<file path="config.mk">
export PLATFORM = sky130hd
export DESIGN_NAME = vga_timing_receiver
export DESIGN_NICKNAME = d
export VERILOG_FILES = /design/src/rtl/vga_timing_receiver.sv
export SDC_FILE = /design/constraint.sdc
export NUM_CORES = 1
export LEC_CHECK = 0
export ABC_AREA = 1
export BUFFER_PORTS_ARGS = -buffer_cell sky130_fd_sc_hd__buf_2
export CORE_UTILIZATION = 40
export DETAILED_ROUTE_END_ITERATION = 7
export GPL_ROUTABILITY_DRIVEN = 0
export PLACE_DENSITY = 0.57
export SLEW_MARGIN = 10
export SYNTH_ARGS = -nofsm -noshare
export SYNTH_HDL_FRONTEND = slang
export SYNTH_SLANG_ARGS = --single-unit
</file>
<file path="constraint.sdc">
create_clock -name clk -period 1.6 [get_ports clk]
set_input_delay 0.32 -clock clk [delete_from_list [all_inputs] [get_ports clk]]
set_output_delay 0.32 -clock clk [all_outputs]
set_load 0.02 [all_outputs]
</file>
<file path="src/rtl/vga_timing_receiver.sv">
// vga_timing_receiver: recovers pixel coordinates, data enable and timing lock from an incoming VGA hsync/vsync/RGB stream.
module vga_timing_receiver #(
  parameter int H_VIS       = 640,
  parameter int H_FP        = 16,
  parameter int H_SYNC      = 96,
  parameter int H_BP        = 48,
  parameter int V_VIS       = 480,
  parameter int V_FP        = 10,
  parameter int V_SYNC      = 2,
  parameter int V_BP        = 33,
  parameter int LOCK_FRAMES = 2
) (
  input  logic       clk,
  input  logic       i_rst_n,
  input  logic       i_hsync,
  input  logic       i_vsync,
  input  logic [3:0] i_red,
  input  logic [3:0] i_green,
  input  logic [3:0] i_blue,
  output logic [9:0] o_x,
  output logic [9:0] o_y,
  output logic       o_de,
  output logic [3:0] o_red,
  output logic [3:0] o_green,
  output logic [3:0] o_blue,
  output logic       o_locked,
  output logic       o_frame_start,
  output logic       o_err
);
  localparam int H_TOTAL = H_VIS + H_FP + H_SYNC + H_BP;
  localparam int V_TOTAL = V_VIS + V_FP + V_SYNC + V_BP;
  localparam logic [9:0] H_LEN  = 10'(H_TOTAL);
  localparam logic [9:0] H_MAX  = 10'(H_TOTAL - 1);
  localparam logic [9:0] H_LOAD = 10'(H_VIS + H_FP);
  localparam logic [9:0] H_ACT  = 10'(H_VIS);
  localparam logic [9:0] V_LEN  = 10'(V_TOTAL);
  localparam logic [9:0] V_MAX  = 10'(V_TOTAL - 1);
  localparam logic [9:0] V_LOAD = 10'(V_VIS + V_FP);
  localparam logic [9:0] V_ACT  = 10'(V_VIS);
  localparam logic [3:0] GOOD_N = 4'(LOCK_FRAMES);

  typedef enum logic [1:0] {SEARCH, VERIFY, LOCKED} state_t;

  state_t     state;
  logic       hs_s1, vs_s1, hs_hist, vs_hist;
  logic [3:0] red_s1, green_s1, blue_s1;
  logic [9:0] line_len, line_cnt;
  logic [3:0] good;
  logic       meas, line_ok;

  logic       hfall, vfall, hwrap, line_bad, frame_ok, lost, good_hit, locked_n, de_n;
  logic [9:0] x_n, y_n, len_n, cnt_n;

  always_comb begin
    hfall    = hs_hist & ~hs_s1;
    vfall    = vs_hist & ~vs_s1;
    hwrap    = !hfall && o_x == H_MAX;
    x_n      = hfall ? H_LOAD : hwrap ? 10'd0 : o_x + 10'd1;
    y_n      = vfall ? V_LOAD : !hwrap ? o_y : o_y == V_MAX ? 10'd0 : o_y + 10'd1;
    len_n    = hfall ? 10'd1 : line_len == '1 ? line_len : line_len + 10'd1;
    cnt_n    = vfall ? {9'd0, hfall} : (hfall && line_cnt != '1) ? line_cnt + 10'd1 : line_cnt;
    // the first hsync fall after leaving SEARCH has no valid start point, so meas gates it
    line_bad = hfall && meas && line_len != H_LEN;
    frame_ok = line_ok && !line_bad && line_cnt == V_LEN;
    good_hit = state == VERIFY && vfall && frame_ok && good + 4'd1 == GOOD_N;
    lost     = state == LOCKED && ((hfall && line_len != H_LEN) || (vfall && line_cnt != V_LEN) || line_len == '1);
    locked_n = !lost && (state == LOCKED || good_hit);
    de_n     = locked_n && x_n < H_ACT && y_n < V_ACT;
  end

  always_ff @(posedge clk or negedge i_rst_n) begin
    if (!i_rst_n) begin
      hs_s1         <= 1'b1;
      vs_s1         <= 1'b1;
      hs_hist       <= 1'b1;
      vs_hist       <= 1'b1;
      red_s1        <= '0;
      green_s1      <= '0;
      blue_s1       <= '0;
      line_len      <= '0;
      line_cnt      <= '0;
      good          <= '0;
      meas          <= 1'b0;
      line_ok       <= 1'b0;
      state         <= SEARCH;
      o_x           <= '0;
      o_y           <= '0;
      o_de          <= 1'b0;
      o_red         <= '0;
      o_green       <= '0;
      o_blue        <= '0;
      o_locked      <= 1'b0;
      o_frame_start <= 1'b0;
      o_err         <= 1'b0;
    end else begin
      hs_s1         <= i_hsync;
      vs_s1         <= i_vsync;
      hs_hist       <= hs_s1;
      vs_hist       <= vs_s1;
      red_s1        <= i_red;
      green_s1      <= i_green;
      blue_s1       <= i_blue;
      line_len      <= len_n;
      line_cnt      <= cnt_n;
      meas          <= state != SEARCH && (meas || hfall);
      line_ok       <= vfall || (line_ok && !line_bad);
      o_x           <= x_n;
      o_y           <= y_n;
      o_de          <= de_n;
      o_red         <= de_n ? red_s1 : 4'd0;
      o_green       <= de_n ? green_s1 : 4'd0;
      o_blue        <= de_n ? blue_s1 : 4'd0;
      o_locked      <= locked_n;
      o_frame_start <= locked_n && x_n == 10'd0 && y_n == 10'd0;
      o_err         <= lost;
      case (state)
        SEARCH: if (vfall) begin
          state <= VERIFY;
          good  <= '0;
        end
        VERIFY: if (vfall) begin
          state <= !frame_ok ? SEARCH : good_hit ? LOCKED : VERIFY;
          good  <= good + 4'd1;
        end
        LOCKED: if (lost) state <= SEARCH;
        default: state <= SEARCH;
      endcase
    end
  end
endmodule

</file>
==> results of run 1 <==
==> final cells by class <==
class	instances	share of cell area
clock buffers	9	0.0207
clock inverters	7	0.0132
inverters	82	0.0527
multi-input cells	328	0.332
flip-flops and latches	80	0.336
well taps	133	0.0278
repair buffers	177	0.218
==> through the flow <==
| stage | cell area (sq um) | setup TNS, ps | util |
|---|---|---|---|
| finish | 5980 | -3700 | 0.609 |
| global route | 5980 | -7170 | 0.609 |
| CTS | 5770 | -3870 | 0.588 |
| detailed placement | 5300 | -3900 | 0.539 |
| global placement | 5300 | -3210 | 0.539 |
| floorplan | 4110 | -1670 | - |
==> power breakdown <==
| part | switching, mW | internal [mW] |
|---|---|---|
| logic | 0.531 | 0.500 |
| clock network | 0.796 | 0.737 |
| registers | 0.137 | 2.18 |
==> logic make-up after synthesis <==
logic type / count (synthesis) / share of synthesized area
AND/OR/NAND/NOR: 270 / 0.320
buffers and inverters: 88 / 0.0858
flip-flops: 80 / 0.494
AO/OA/AOI/OAI: 37 / 0.0517
XOR/XNOR: 10 / 0.0215
adder cells (fa/ha/maj): 9 / 0.0277
==> cell usage in the layout (no fill, tap or decap), types with 3 or more instances in the layout <==
cell type / Yosys / layout
nand3_1: 43 / 35
o21ai_1: 4 / 4
buf_2: 1 / 50
nor2_4: 3 / 8
nand2_4: 4 / 6
nor3_1: 6 / 4
o21ai_2: 0 / 3
nor2_2: 10 / 20
nand2_1: 115 / 98
ha_1: 9 / 5
nand2_2: 2 / 18
a21oi_1: 5 / 4
inv_4: 1 / 3
o21ai_0: 16 / 13
xor2_1: 8 / 7
nor2_1: 60 / 46
clkbuf_8: 0 / 9
inv_1: 78 / 67
dfrtp_2: 0 / 3
buf_6: 2 / 4
nor2_8: 3 / 3
buf_12: 0 / 5
buf_4: 0 / 116
nand4_1: 13 / 13
o31ai_1: 3 / 3
dfrtp_1: 76 / 73
clkinv_4: 0 / 3
nand3_2: 2 / 7
nand3_4: 1 / 4
nand3b_1: 3 / 3
a31oi_1: 3 / 3
dfstp_2: 4 / 4
inv_2: 3 / 12
==> flip-flops by register name (all words and copies together) (netlist names), 4 cells and up <==
name and count:
blue_s1 4, o_red 4, line_len 10, o_x 10, o_green 4, good 4, green_s1 4, o_y 10
o_blue 4, line_cnt 10, red_s1 4
==> path summary, 6_finish.rpt <==
kind	cells past startpoint	end	slack, ps
min in group asynchronous	2	line_len[8]$_DFFE_PN0P_	410
min	1	vs_s1$_DFF_PN1_	50
max reg2reg	11	o_green[2]$_DFF_PN0_	-190
min reg2reg	0	vs_hist$_DFF_PN1_	380
max	11	o_green[2]$_DFF_PN0_	-190
max in group asynchronous	3	vs_s1$_DFF_PN1_	640
==> critical path: cells and delay by family, from the launching register on <==
family	cells	cell delay, ps
flops	1	380
fa+ha+maj	1	150
simple gates	7	820
buf+inv	3	350
==> layer usage <==
metal,up-vias,part of all wire
met1,1760,0.45
met4,0,0.017
met3,14,0.026
met5,-,0
li1,1923,-
met2,47,0.51
==> timing repair <==
action                     4_1_cts  5_1_grt
resized for setup               29       45
cloned                           2        1
setup endpoints to repair       29       39
hold endpoints to repair        20        0
pin swaps                        5       20
hold buffers                     1        0
buffers inserted                16       11
==> flow_metrics.tcl, run 1 <==
set metrics [dict create \
    placementRows 36 \
    critPathLaunchType "register" \
    area_growth_pct 47.2 \
    cp-end-kind "register" \
    grt_overflow 0 \
    path_cells "buf_4 > ha_1 > nand3_1 > nor3_2 > inv_2 > nand2_1 > nand4_1 > nand2_2 > nand3_4 > buf_12 > nor2_2" \
    ios 52 \
    io_buffers 51 \
    vias 3744 \
    maxCapViolCount 0 \
    multi_input_area_sq_mm 0.00199 \
    rr_startpoint "line_cnt[0]$_DFFE_PN0P_" \
    finalCriticalPeriod_ps 1790 \
    maxSlewViolCount 0 \
    timing.final.ws_setup_ps -190 \
    finClkSkew_ps 10.1 \
    drc 0 \
    path_clk_slew_ps 90 \
    final_cells 816 \
    dieArea_sq_mm 0.0106 \
    syn-instance-count 494 \
    failed_checks "setup timing" \
    fillers 909 \
    holdWs_ps 54.1 \
    rsz0062_at_grt "yes" \
    seqCellArea_sq_mm 0.00201 \
    hold_viol 0 \
    synth_top_flop_cell "dfrtp_1" \
    viasPerCell 4.59 \
    worstMarginPinSlew_ps 370 \
    peakVddDrop_uv 455 \
    drtAntennaViolNets 0 \
    min_from "i_vsync" \
    dp_hpwl_mm 7.16 \
    first_iter_violations 117 \
    start_util 0.414 \
    syn_area_sq_mm 0.00407 \
    p_per_area_mw_per_mm2 815 \
    maxSlewHeadroom 0.753 \
    dp.cells 772 \
    grt_pass1_vias 3627 \
    yosysUniqueCellTypes 38 \
    min_period_over_period 1.12 \
    yosys.area.top_type_share 0.468 \
    avgSynthCellArea_sq_um 8.23 \
    drt_wl_total_mm 10.1 \
    ys_ff_latch 80 \
    total_power_mw 4.88 \
    path_class "reg2reg" \
    clockBufferDepth 2 \
    wl_per_cell_um 12.4 \
    coreArea_sq_mm 0.00982 \
    drive_above_1_share 0.435 \
    diodes 0 \
    use_met2 0.341 \
    synthTopCellsByCount "nand2_1, inv_1, dfrtp_1" \
    crit_path_start "line_cnt[0]$_DFFE_PN0P_" \
    yosysSeqAreaShare 0.494 \
    synth_edf_count 0 \
    met1_usage 0.254 \
    grt_pass1_wl_mm 16.2 \
    cts_tree "done" \
    die_x_um 103 \
    cts_root_buffer "clkbuf_8" \
    yosysTopAreaCell "dfrtp_1" \
    synth_fp_nets 519 \
    cp_max_fo 7 \
    cts_inserted_buffers 9 \
    status "complete, but fails checks" \
    preCtsSetupSlack_ps -243 \
    max_freq_mhz 559 \
    grt_max_degree 27 \
    slowest_stage "dfrtp_1" \
    grt_usage 0.200 \
    synth_top_cells_by_area "dfrtp_1, nand2_1, inv_1" \
    cts_sinks 80 \
    worstSkewPairLatency_ps 360 \
    finalSetupViolations 24 \
    h-tree-depth 3 \
    firstDrtPassIters 4 \
    finalNetCount 703 \
    use_met3 0.0407 \
    min_path_type "in2reg" \
    top_usage_layer "met2" \
    yosysMostFrequentCell "nand2_1" \
    cp.arrival_ps 2080 \
    ys_async_sr_fraction 1.00 \
    required_ps 1890 \
    antenna_found_initial 0 \
    synth-warning-count 0 \
    p_leak_nw 3.18 \
    die_h_um 103 \
    slowest_delay_ps 380 \
]
Note: power is estimated with default switching activity, not from simulation.
==> run 2, diff against run 1 <==
--- a/config.mk
+++ b/config.mk
@@ -11,6 +11,7 @@
 export DETAILED_ROUTE_END_ITERATION = 7
 export GPL_ROUTABILITY_DRIVEN = 0
 export PLACE_DENSITY = 0.57
+export SKIP_CTS_REPAIR_TIMING = 1
 export SLEW_MARGIN = 10
 export SYNTH_ARGS = -nofsm -noshare
 export SYNTH_HDL_FRONTEND = slang
==> flow_metrics.tcl, run 2 (synthesis results as in run 1) <==
set metrics [dict create \
    preCtsSetupSlack_ps -243 \
    dp_hpwl_mm 7.16 \
    maxSlewViolCount 0 \
    p_per_area_mw_per_mm2 817 \
    max_freq_mhz 554 \
    finClkSkew_ps 11.1 \
    viasPerCell 4.61 \
    grt_pass1_vias 3426 \
    grt_max_degree 27 \
    min_path_type "in2reg" \
    drive_above_1_share 0.435 \
    min_period_over_period 1.13 \
    critPathLaunchType "register" \
    path_cells "ha_1 > nand3_1 > nor2_2 > nand2_1 > nand2_1 > nand2_2 > nand2_4 > nand2_4 > nand4_4 > nand3_4 > clkbuf_16 > nor2_2" \
    layout_common_cells "buf_4, nand2_1, dfrtp_1" \
    final_common_cell "buf_4" \
    failed_checks "setup timing" \
    maxSlewHeadroom 0.749 \
    clockBufferDepth 2 \
    slowest_stage "dfrtp_1" \
    r2r_cells 12 \
    cts_root_buffer "clkbuf_8" \
    drtAntennaViolNets 0 \
    cts_tree "done" \
    diodes 0 \
    slowest_delay_ps 420 \
    grt_overflow 0 \
    p_leak_nw 3.13 \
    path_clk_slew_ps 90 \
    worstHoldPathCells 1 \
    coreArea_sq_mm 0.00982 \
    die_x_um 103 \
    cp.arrival_ps 2110 \
    stdcell_area_sq_mm 0.00598 \
    final_cells 806 \
    crit_family "simple AND/OR/NAND/NOR gates" \
    finalNetCount 693 \
    worstReg2RegEnd "o_red[2]$_DFF_PN0_" \
    grt_usage 0.188 \
    drc 0 \
    drt_wl_total_mm 10.1 \
    timing.final.ws_setup_ps -205 \
    start_util 0.414 \
    status "complete, but fails checks" \
    cts_inserted_buffers 9 \
    cts_sinks 80 \
    postPlaceCellArea_sq_mm 0.00530 \
    area_growth_pct 47.1 \
    critPathBufInv 1 \
    h-tree-depth 3 \
    setup.worst_path.end "o_red[2]$_DFF_PN0_" \
    die_h_um 103 \
    total_power_mw 4.89 \
    dieArea_sq_mm 0.0106 \
    worstSkewPairLatency_ps 360 \
    antenna_found_initial 0 \
    crit_path_start "o_y[1]$_DFF_PN0_" \
    dp.cells 772 \
    worstMarginPinSlew_ps 376 \
    finalSetupViolations 25 \
    vias 3719 \
    path_class "reg2reg" \
    first_iter_violations 104 \
    grt_pass1_wl_mm 15.2 \
    finalCriticalPeriod_ps 1800 \
    rsz0062_at_grt "yes" \
    cp_num_cells 12 \
    cp-end-kind "register" \
    firstDrtPassIters 4 \
    maxCapViolCount 0 \
    required_ps 1900 \
    peakVddDrop_uv 450 \
    hold_viol 0 \
    placementRows 36 \
    rr_startpoint "o_y[1]$_DFF_PN0_" \
    ios 52 \
    worst-r2r-setup-slack_ps -200 \
    io_buffers 51 \
    cp_max_fo 6 \
    wl_per_cell_um 12.5 \
]
run 2: metrics by stage:
stage               hold WS (ps)   util  setup TNS [ps]
floorplan                   24.4      -           -1670
CTS                         -135  0.560           -4750
finish                      54.7  0.609           -3780
global route                25.2  0.609           -6770
global placement             264  0.539           -3210
detailed placement           266  0.539           -3900
run 2: cell type report:
class | count | area (sq um)
clock buffer | 9 | 124
inverter | 82 | 315
tap | 133 | 166
multi-input combinational | 328 | 2050
timing repair buffer | 167 | 1240
clock inverter | 7 | 78.8
sequential | 80 | 2010
fill | 891 | 3840
run 2: worst min path at each step:
stage	start	endpoint	slack [ps]
finish	i_vsync	vs_s1$_DFF_PN1_	50
global placement	i_rst_n	line_len[5]$_DFFE_PN0P_	260
detailed placement	i_rst_n	line_len[5]$_DFFE_PN0P_	270
CTS	i_rst_n	line_len[5]$_DFFE_PN0P_	-140
floorplan	i_rst_n	blue_s1[0]$_DFF_PN0_	20
global route	i_vsync	vs_s1$_DFF_PN1_	30
run 2: report_power, final:
group / total, mW / internal, mW / switching, mW / leakage (nW)
logic: 1.02 / 0.489 / 0.535 / 2.03
clock network: 1.54 / 0.737 / 0.803 / 0.104
registers: 2.32 / 2.18 / 0.145 / 1.00
total: 4.89 / 3.40 / 1.48 / 3.13
run 2: layer usage:
layer	global-route usage	vias to the layer above	routed length (um)
li1	-	1916	-
met1	0.246	1745	4580
met2	0.311	45	5160
met3	0.0400	13	251
met4	0.0628	0	117
met5	0	-	0
